===== config.mk =====
export PLATFORM = sky130hd
export DESIGN_NAME = mem_arb
export DESIGN_NICKNAME = d
export VERILOG_FILES = /design/src/rtl/mem_arb_pkg.sv /design/src/rtl/mem_arb_ram_cycle.sv /design/src/rtl/mem_arb.sv
export SDC_FILE = /design/constraint.sdc
export NUM_CORES = 1
export LEC_CHECK = 0
export BUFFER_PORTS_ARGS = -buffer_cell sky130_fd_sc_hd__buf_2
export CORE_ASPECT_RATIO = 1.25
export CORE_UTILIZATION = 37
export DETAILED_ROUTE_END_ITERATION = 6
export PLACE_DENSITY_LB_ADDON = 0.05
export SLEW_MARGIN = 5
export SYNTH_ARGS = -nofsm -noshare
export SYNTH_HDL_FRONTEND = slang
export SYNTH_SLANG_ARGS = --single-unit

===== constraint.sdc =====
create_clock -name clk -period 2.3 [get_ports clk]
set_input_delay 0.345 -clock clk [delete_from_list [all_inputs] [get_ports clk]]
set_output_delay 0.345 -clock clk [all_outputs]
set_load 0.03 [all_outputs]

===== src/rtl/mem_arb_pkg.sv =====
// Shared types and constants for the cartridge RAM arbiter.
// Holds the FSM state encoding, the DMA wait counter width and the read-data reset values.
package mem_arb_pkg;

    typedef enum logic [1:0] {
        IDLE    = 2'd0,
        CPU_ACC = 2'd1,
        DMA_ACC = 2'd2,
        RECOV   = 2'd3
    } arb_state_t;

    localparam int WAIT_W = 6;

    localparam logic [7:0]  CPU_DATO_RST = 8'hFF;
    localparam logic [15:0] DMA_DATO_RST = 16'hFFFF;

endpackage


===== src/rtl/mem_arb_ram_cycle.sv =====
// One RAM access: phase counter 0..ACC_CYC-1 driving registered ce/oe/we strobes.
// Strobes rise on the edge that samples start; last flags the final phase.
module ram_cycle #(
    parameter int ACC_CYC = 4
) (
    input  logic clk,
    input  logic rst,
    input  logic start,
    input  logic we,
    output logic ce,
    output logic oe,
    output logic we_stb,
    output logic last
);

    localparam int PH_W = (ACC_CYC > 2) ? $clog2(ACC_CYC) : 1;

    logic [PH_W-1:0] phase;
    logic            active;
    logic            wr;

    assign last = active && (phase == PH_W'(ACC_CYC - 1));

    always_ff @(posedge clk) begin
        if (rst) begin
            active <= 1'b0;
            phase  <= '0;
            wr     <= 1'b0;
            ce     <= 1'b0;
            oe     <= 1'b0;
            we_stb <= 1'b0;
        end else if (start) begin
            active <= 1'b1;
            phase  <= '0;
            wr     <= we;
            ce     <= 1'b1;
            oe     <= !we;
            we_stb <= 1'b0;
        end else if (active) begin
            if (last) begin
                active <= 1'b0;
                phase  <= '0;
                ce     <= 1'b0;
                oe     <= 1'b0;
                we_stb <= 1'b0;
            end else begin
                phase  <= phase + 1'b1;
                // we covers phases 1..ACC_CYC-2: one setup and one hold phase around it
                we_stb <= wr && (int'(phase) < ACC_CYC - 2);
            end
        end
    end

endmodule


===== src/rtl/mem_arb.sv =====
// Two-port arbiter for the 16-bit cartridge RAM: CPU byte path vs. DMA word path.
// CPU wins by default; a saturating wait counter forces a DMA grant after DMA_MAX_WAIT cycles.
module mem_arb
    import mem_arb_pkg::*;
#(
    parameter int ACC_CYC      = 4,
    parameter int RCV_CYC      = 1,
    parameter int DMA_MAX_WAIT = 16
) (
    input  logic        clk,
    input  logic        rst,
    input  logic        cpu_req,
    input  logic        cpu_we,
    input  logic [22:0] cpu_addr,
    input  logic [7:0]  cpu_dati,
    output logic [7:0]  cpu_dato,
    output logic        cpu_ack,
    input  logic        dma_req,
    input  logic        dma_we,
    input  logic [21:0] dma_addr,
    input  logic [15:0] dma_dati,
    output logic [15:0] dma_dato,
    output logic        dma_ack,
    output logic [21:0] ram_addr,
    output logic [15:0] ram_dati,
    input  logic [15:0] ram_dato,
    output logic        ram_ce,
    output logic        ram_oe,
    output logic        ram_we,
    output logic [1:0]  ram_be,
    output logic        busy
);

    localparam int RC_W = (RCV_CYC > 1) ? $clog2(RCV_CYC) : 1;

    arb_state_t        state;
    logic [WAIT_W-1:0] wait_ctr;
    logic [RC_W-1:0]   rcv_ctr;
    logic              dma_own;
    logic              lat_we;
    logic              lat_hi;
    logic              grant_dma;
    logic              grant_cpu;
    logic              dma_in_service;
    logic              acc_last;

    assign grant_dma = (state == IDLE) && dma_req &&
                       ((wait_ctr >= WAIT_W'(DMA_MAX_WAIT)) || !cpu_req);
    assign grant_cpu = (state == IDLE) && cpu_req && !grant_dma;

    // The DMA stops accruing wait time once it owns the RAM, including its recovery.
    assign dma_in_service = (state == DMA_ACC) || ((state == RECOV) && dma_own);

    ram_cycle #(
        .ACC_CYC (ACC_CYC)
    ) u_cycle (
        .clk    (clk),
        .rst    (rst),
        .start  (grant_dma || grant_cpu),
        .we     (grant_dma ? dma_we : cpu_we),
        .ce     (ram_ce),
        .oe     (ram_oe),
        .we_stb (ram_we),
        .last   (acc_last)
    );

    always_ff @(posedge clk) begin
        if (rst) begin
            state    <= IDLE;
            wait_ctr <= '0;
            rcv_ctr  <= '0;
            dma_own  <= 1'b0;
            lat_we   <= 1'b0;
            lat_hi   <= 1'b0;
            cpu_ack  <= 1'b0;
            dma_ack  <= 1'b0;
            busy     <= 1'b0;
            ram_be   <= 2'b00;
            cpu_dato <= CPU_DATO_RST;
            dma_dato <= DMA_DATO_RST;
        end else begin
            cpu_ack <= 1'b0;
            dma_ack <= 1'b0;

            if (grant_dma) begin
                wait_ctr <= '0;
            end else if (dma_req && !dma_in_service && (wait_ctr != '1)) begin
                wait_ctr <= wait_ctr + 1'b1;
            end

            case (state)
                IDLE: begin
                    if (grant_dma) begin
                        state   <= DMA_ACC;
                        busy    <= 1'b1;
                        dma_own <= 1'b1;
                        lat_we  <= dma_we;
                        ram_be  <= 2'b11;
                    end else if (grant_cpu) begin
                        state   <= CPU_ACC;
                        busy    <= 1'b1;
                        dma_own <= 1'b0;
                        lat_we  <= cpu_we;
                        lat_hi  <= cpu_addr[0];
                        ram_be  <= cpu_addr[0] ? 2'b10 : 2'b01;
                    end
                end
                CPU_ACC: begin
                    if (acc_last) begin
                        if (!lat_we) begin
                            cpu_dato <= lat_hi ? ram_dato[15:8] : ram_dato[7:0];
                        end
                        cpu_ack <= 1'b1;
                        rcv_ctr <= '0;
                        state   <= RECOV;
                    end
                end
                DMA_ACC: begin
                    if (acc_last) begin
                        if (!lat_we) begin
                            dma_dato <= ram_dato;
                        end
                        dma_ack <= 1'b1;
                        rcv_ctr <= '0;
                        state   <= RECOV;
                    end
                end
                RECOV: begin
                    if (rcv_ctr == RC_W'(RCV_CYC - 1)) begin
                        state <= IDLE;
                        busy  <= 1'b0;
                    end else begin
                        rcv_ctr <= rcv_ctr + 1'b1;
                    end
                end
                default: begin
                    state <= IDLE;
                    busy  <= 1'b0;
                end
            endcase
        end
    end

    // Address and write data only matter while ce is high, so they carry no reset.
    always_ff @(posedge clk) begin
        if (grant_dma) begin
            ram_addr <= dma_addr;
            ram_dati <= dma_dati;
        end else if (grant_cpu) begin
            ram_addr <= cpu_addr[22:1];
            ram_dati <= {cpu_dati, cpu_dati};
        end
    end

endmodule

# Word-level counts from Yosys, hierarchy flattened
# Cells that the tools add are included.
# word_totals
input_bits	91
regBits	86
wordCells	106
output_inout_bits	70
# op_classes
add_sub_neg	3
n_lt_le_gt_ge	2
muxes	34
n_eq_ne	8
n_bitwise	4
n_reduce_logical	35
# ops
op	n
22-bit two-way mux	2
16-bit two-way mux	2
1-bit two-way mux	18
2-bit two-way mux	8
3-bit AND reduction	5
2-bit nonzero test	5
2-bit OR reduction	5
1-bit logical AND	9
8-bit two-way mux	1
6-bit by 1-bit adder with 6-bit output, second input constant	1
2-bit equality test, second input constant	3
6-bit by 5-bit >= comparator with 1-bit output, second input constant	1
6-bit inequality test, second input constant	1
2-bit one-hot mux with 3 select lines	1
2-bit AND reduction	3
1-bit logical NOT	4
1-bit inverter	4
1-bit one-hot mux with 2 select lines	2
1-bit logical OR	3
3-bit inequality test, second input constant	1
2-bit by 1-bit adder with 2-bit output, second input constant	1
2-bit by 1-bit equality test with 1-bit output, second input constant	1
2-bit logical NOT	1
2-bit less-than comparator, second input constant	1
3 further kinds	3

# Depth between registers and ports, before layout
# Gate-level depths: netlist of the first run.
# depth
word_depth	8
ltp_mapped	8
mapped_depth_nobuf	6

# Cells and area by module
# A second synthesis of the first run with hierarchy kept.
# hier_totals
hier_cells	381
hier_area_um2	3619.7
# modules_own_cells
mod	instances	area_per_inst_um2	cells_each	seq_area_each_um2
mem_arb	1	3314.4	351	1941.9
ram_cycle	1	305.3	30	140.1

# Worst setup path before layout of the first run
# OpenSTA, ideal clock, no wires.
# synth_timing
path_type	register to register
start	register state[0]
end	register busy
setup_ns	0.130
setup_slack_ns	-0.142
n_path_buf	0
period_less_slack_ns	2.442
stages_incl_launch_ff	7
required_time_ns	2.170
t_arrival_ns	2.312
path_cell_list	dfxtp_1 inv_1 ha_1 o21ai_0 clkinv_1 o21ai_0 a21oi_1
# synth_between
elab_chain_len	7
elab_cells_between_ends	13
cone_classes	eq/ne (3); mux (2); reduce/logical (8)
# synth_rtl
element	line	rtl
start, declared	mem_arb.sv:36	arb_state_t state;
start signal, assigned	mem_arb.sv:69	state <= IDLE;
start signal, assigned	mem_arb.sv:94	state <= DMA_ACC;
start signal, assigned	mem_arb.sv:100	state <= CPU_ACC;
2-bit logical NOT	mem_arb.sv:47, mem_arb.sv:49, mem_arb.sv:91	
1-bit logical AND (2 in series)	mem_arb.sv:47	assign grant_dma = (state == IDLE) && dma_req &&
1-bit logical NOT	mem_arb.sv:49	assign grant_cpu = (state == IDLE) && cpu_req && !grant_dma;
1-bit logical AND	mem_arb.sv:49	
3-bit inequality test (no line)	--	
3-bit AND reduction (no line)	--	
end signal, assigned	mem_arb.sv:77	busy <= 1'b0;
end signal, assigned	mem_arb.sv:95	busy <= 1'b1;
end signal, assigned	mem_arb.sv:101	busy <= 1'b1;
end, declared	mem_arb.sv:31	output logic busy
# Parallel ways exist; a longest one is shown, timed or not.
# A chain may end at the register's enable or synchronous reset.

# Worst setup path in the final report of the first run
# layout_timing
start	register state[1]
end	register state[0]
# layout_between
elab_chain_len	7
elab_cells_between_ends	16
cone_classes	eq/ne (6); mux (2); reduce/logical (8)
# layout_rtl
element	line
2-bit logical NOT	mem_arb.sv:47, mem_arb.sv:49, mem_arb.sv:91
1-bit logical AND (2 in series)	mem_arb.sv:47
1-bit logical NOT	mem_arb.sv:49
1-bit logical AND	mem_arb.sv:49
3-bit inequality test (no line)	--
3-bit AND reduction (no line)	--
# Parallel ways exist; a longest one is shown, timed or not.

==> out/qor.csv, run 1 <==
metric;value;unit
outcome;finished, final reports clean;
fmax;0.537;GHz
drt_iter0_drc;98;
cellPowerDensity;1160;nW/µm²
drive_gt1_frac;0.340;
peakVddDrop;0.472;mV
cp.depth;6;
synth_area_leaders;edfxtp_1, dfxtp_1, nand2_1;
fill_cells;887;
clock_sinks;85;
yosysMostFrequentCell;nand2_1;
finalSetupTns;0;ns
ff_latch_area;2080;µm²
hold_viol;0;
required;2.57;ns
crit_type;reg -> reg;
synth-seq-cells;85;
core_area;9220;µm²
die-height;111;µm
place_inst;643;
vias_per_cell;4.66;
yosysSeqAreaShare;0.588;
start_util;0.384;
synthAdderAreaFrac;0.0247;
cts_buffers;9;
io_buffers;160;
critPathCaptureType;flop;
num_antenna_cells;0;
clock_path_buffers;2;
cts_root_buffer;clkbuf_16;
final_util;0.517;
hold_buffers;0;
cap_viol_max_count;0;
path_cells;inv_1 -> ha_1 -> o21ai_0 -> a22o_1 -> a211o_1 -> a21oi_2;
nets;629;
multi_input_area;1350;µm²
finClkSkew;0.00719;ns
reg2reg_depth;6;
pin_count;161;
synth_edf_count;38;
rows;39;
grt-ovfl-total;0;
synth_area;3540;µm²
yosysTopAreaCell;edfxtp_1;
antenna_found_initial;0;
cts_tree;built;
synthMuxAreaShare;0.0399;
post_cts_buffers;0;
routedWlPerCell;12.7;µm
max_slew_margin;0.592;
hold_class;in -> reg;
die_area;9960;µm²
syn_to_final_growth;34.7;%
path_clk_slew;0.06;ns
htreeDepth;3;
ys_types;41;
min_period;1.86;ns
yosys_warnings;0;
ys.flop_type;dfxtp_1;
p_leak;2.27;nW
critPathArrivalTime;2.13;ns
detailed_place_hpwl;6.05;mm
clk_latency;0.33;ns
cp_top_family;compound AO/OA/AOI/OAI gates;
timing.critical_path.buf_inv;1;
worstHoldPathCells;3;
post_cts_resized;0;
rsz0062_at_grt;no;
grt_pass1_vias;2886;
synthTopCellsByCount;nand2_1, dfxtp_1, edfxtp_1;
cp-start-kind;flop;
routed_wl;8.38;mm
synthCells;374;
synth_compound_area_frac;0.0615;
grt_pass1_wl;13.3;mm
synth_top_family_by_area;simple AND/OR/NAND/NOR gates;
antenna_left;0;
num_vias;3074;
yosys.area_share.xor_xnor;0.00247;
grt_max_degree;42;
yosysTopAreaCellShare;0.322;
drv_slew;0;
synthSimpleGateAreaFrac;0.253;
final-setup-viol-count;0;
instances_no_fill;659;
globalplace.congestion;0.735;
worst_slack;0.437;ns
synth_nets;472;
grtUsageTotal;0.175;
async_flop_share;0;
pre_cts_slack;0.455;ns
die_w;89.5;µm
syn-mean-instance-area;9.46;µm²
total_power;0.00552;W
drc_errors;0;
fin_crit_sh;0.810;
worst_slew_pin_slew;0.612;ns
dr.pass1.iters;4;
cp_max_fo;7;
max_stage_delay;0.35;ns
cp_slowest_cell;a22o_1;
-- report_power, final --
group | leakage, nW | internal (W) | switching, W | total (W)
clock | 0.158 | 0.000968 | 0.000553 | 0.00152
sequential | 0.758 | 0.00206 | 0.000148 | 0.00221
combinational | 1.36 | 0.000526 | 0.00127 | 0.00179
total | 2.27 | 0.00356 | 0.00197 | 0.00552
-- area by class of cell --
| cell class | count | area share |
|---|---|---|
| flip-flops and latches | 85 | 0.437 |
| clock buffers | 13 | 0.0593 |
| clock inverters | 3 | 0.00813 |
| repair buffers | 163 | 0.175 |
| inverters | 6 | 0.00498 |
| well taps | 123 | 0.0323 |
| multi-input cells | 266 | 0.284 |
-- cell families (layout without fill, tap and decap cells) --
family | after synthesis | after routing
buffers and inverters | 23 | 185
AO/OA/AOI/OAI | 32 | 32
multiplexers | 14 | 14
AND/OR/NAND/NOR | 212 | 212
flip-flops | 85 | 85
XOR/XNOR | 1 | 1
adder cells (fa/ha/maj) | 7 | 7
-- state kept, by name (all words and copies together), names as in the netlist --
signal / cells
ram_addr: 22
u_cycle.oe: 1
u_cycle.ce: 1
dma_dato: 16
dma_own: 1
dma_ack: 1
wait_ctr: 6
u_cycle.phase: 2
busy: 1
cpu_ack: 1
lat_hi: 1
state: 2
u_cycle.active: 1
u_cycle.we_stb: 1
lat_we: 1
ram_be: 2
cpu_dato: 8
ram_dati: 16
u_cycle.wr: 1
-- tightest hold or removal path, cell delays in order --
cell and delay, ns:
buf_2 0.09, nand2_1 0.04, nand3_1 0.06
-- cells in the final DEF, fill, tap and decap left out, types with 2 or more instances in the layout --
master     instances
buf_4              2
dfxtp_1           47
o21ai_0            4
inv_1              4
clkbuf_16         11
nor3b_1            4
mux2i_1           13
clkinv_1           2
nor3_1             5
nand2b_1           5
edfxtp_1          38
nand2_1          159
o21a_1             2
nand3_1           21
o211ai_1           9
buf_2            160
clkinv_2           2
a21oi_1            7
nor2_1             9
ha_1               7
clkbuf_1           2
-- routing by layer --
layer / track usage / routed length (µm) / vias up
li1: - / - / 1572
met1: 0.212 / 3720 / 1382
met2: 0.292 / 3970 / 109
met3: 0.0356 / 539 / 11
met4: 0.0847 / 153 / 0
met5: 0 / 0 / -
-- metrics by stage --
stage          instance area [µm²]  hold WS [ns]
3_5_place_dp                  4450         0.448
3_3_place_gp                  4450         0.447
6_report                      4770         0.233
2_1_floorplan                 3540         0.437
5_1_grt                       4770         0.243
4_1_cts                       4770         0.225
-- worst paths after layout --
path / from / endpoint / slack (ns)
worst max-delay path: state[1] / state[0] / 0.44
worst min-delay path: ram_dato[13] / dma_dato[13] / 0.23
worst max register to register: state[1] / state[0] / 0.44
worst min register to register: dma_own / dma_own / 0.46
No activity file was read; power rests on OpenSTA's default activity.
==> run 2: changes to the inputs <==
clock period = 1.6 ns   (was 2.3 ns; I/O delays follow)
==> out/qor.csv, run 2 (synthesis gave the netlist of run 1 again) <==
metric;value;unit;change
grt_max_degree;39;;-7.1%
fin_area;4950;µm²;+3.7%
htreeDepth;3;;unchanged
post_cts_buffers;0;;unchanged
layout_commonest_cell;buf_2;;
critPathCaptureType;flop;;
grtUsageTotal;0.177;;+0.00192
antenna_found_initial;0;;unchanged
fin_crit_sh;0.937;;+0.127
place_inst;662;;+3.0%
instances_no_fill;677;;+2.7%
worst_slew_pin_slew;0.528;ns;-0.0839 ns
regMostFlops;ram_addr;;
grt-ovfl-total;0;;unchanged
clock_path_buffers;2;;unchanged
start_util;0.384;;unchanged
core_area;9220;µm²;unchanged
detailed_place_hpwl;6.44;mm;+6.3%
syn_to_final_growth;39.7;%;
drc_errors;0;;unchanged
nets;648;;+3.0%
rows;39;;unchanged
peakVddDrop;0.821;mV;+74%
cap_viol_max_count;0;;unchanged
io_buffers;160;;unchanged
vias_per_cell;4.66;;about the same
required;1.86;ns;-0.71 ns
drv_slew;0;;unchanged
timing.critical_path.buf_inv;1;;unchanged
outcome;finished, final reports clean;;
globalplace.congestion;0.733;;-0.33%
final-setup-viol-count;0;;unchanged
cts_root_buffer;clkbuf_16;;
die_area;9960;µm²;unchanged
cts_tree;built;;
num_antenna_cells;0;;unchanged
largest_reg_flops;22;;unchanged
cp_max_fo;6;;-1
die_w;89.5;µm;unchanged
hold_viol;0;;unchanged
pin_count;161;;unchanged
fmax;0.667;GHz;+24%
crit_start;state[0];;
finClkSkew;0.00438;ns;-0.00281 ns
critPathArrivalTime;1.76;ns;-0.37 ns
hold_class;in -> reg;;
routed_wl;8.47;mm;+1.1%
path_clk_slew;0.06;ns;about the same
grt_pass1_wl;13.6;mm;+2.2%
antenna_left;0;;unchanged
drive_gt1_frac;0.372;;+0.0323
min_period;1.50;ns;-0.363 ns
num_vias;3156;;+2.7%
cp_slowest_cell;dfxtp_1;;
clock_sinks;85;;unchanged
worstHoldStart;ram_dato[1];;
clk_latency;0.33;ns;about the same
max_slew_margin;0.648;;+0.0555
layout_common_cells;buf_2, nand2_1, dfxtp_1, edfxtp_1, nand3_1;;
r2r_start;state[0];;
max_stage_delay;0.31;ns;-0.04 ns
path_cells;inv_1 -> ha_4 -> o21ai_2 -> a22o_1 -> a211o_1 -> a21oi_2;;
die-height;111;µm;unchanged
cp_top_family;compound AO/OA/AOI/OAI gates;;
routedWlPerCell;12.5;µm;-1.6%
cellPowerDensity;1610;nW/µm²;+39%
grt_pass1_vias;2951;;+2.3%
dr.pass1.iters;4;;unchanged
p_leak;2.36;nW;+4.1%
placed_area;4640;µm²;+4.2%
cp-start-kind;flop;;
cts_buffers;9;;unchanged
top_regs;ram_addr x22, dma_dato x16, ram_dati x16;;
crit_type;reg -> reg;;
fill_cells;849;;-4.3%
drt_iter0_drc;103;;+5.1%
-- run 2: power by group --
group / total [W] / internal [W] / switching, W
sequential: 0.00316 / 0.00296 / 0.000196
combinational: 0.00280 / 0.000919 / 0.00188
clock: 0.00200 / 0.00123 / 0.000768
-- run 2: final timing paths --
kind                 end  slack (ns)  cells after the start
min          dma_dato[1]        0.13                      3
max reg2reg     state[0]        0.10                      6
max             state[0]        0.10                      6
min reg2reg      dma_own        0.47                      2
-- run 2: repair_timing --
| action | 4_1_cts | 5_1_grt |
|---|---|---|
| pin swaps | 0 | 1 |
| resized for setup | 1 | 5 |
| gates cloned | 0 | 0 |
| hold buffers | 0 | 0 |
| endpoints found under the setup margin | 1 | 28 |
-- run 2: per-layer routing --
metal / vias up / GRT usage / part of all wire
li1: 1615 / - / -
met1: 1395 / 0.203 / 0.41
met2: 133 / 0.306 / 0.48
met3: 13 / 0.0408 / 0.086
met4: 0 / 0.0804 / 0.020
met5: - / 0 / 0
-- run 2: worst register-to-register path, cell delays in order (launching register included) --
cell,delay (ns)
dfxtp_1,0.31
inv_1,0.14
ha_4,0.19
o21ai_2,0.10
a22o_1,0.28
a211o_1,0.29
a21oi_2,0.12
-- run 2: cell type report --
| cell class | instances | area [µm²] | share of cell area |
|---|---|---|---|
| flip-flops and latches | 85 | 2080 | 0.421 |
| clock inverters | 3 | 37.5 | 0.00759 |
| well taps | 123 | 154 | 0.0311 |
| clock buffers | 12 | 246 | 0.0498 |
| repair buffers | 182 | 1020 | 0.205 |
| multi-input cells | 266 | 1380 | 0.279 |
| inverters | 6 | 27.5 | 0.00557 |
-- run 2: per-stage QoR --
stage	hold slack, ns	setup WS (ns)	utilization	power, W	setup TNS, ns
floorplan	0.364	0.00367	-	0.00504	0
global placement	0.446	0.0420	0.503	0.00596	0
detailed placement	0.453	0.0160	0.503	0.00600	0
CTS	0.120	0.00748	0.534	0.00802	0
global route	0.144	-0.00277	0.536	0.00841	-0.00277
finish	0.132	0.100	0.536	0.00795	0
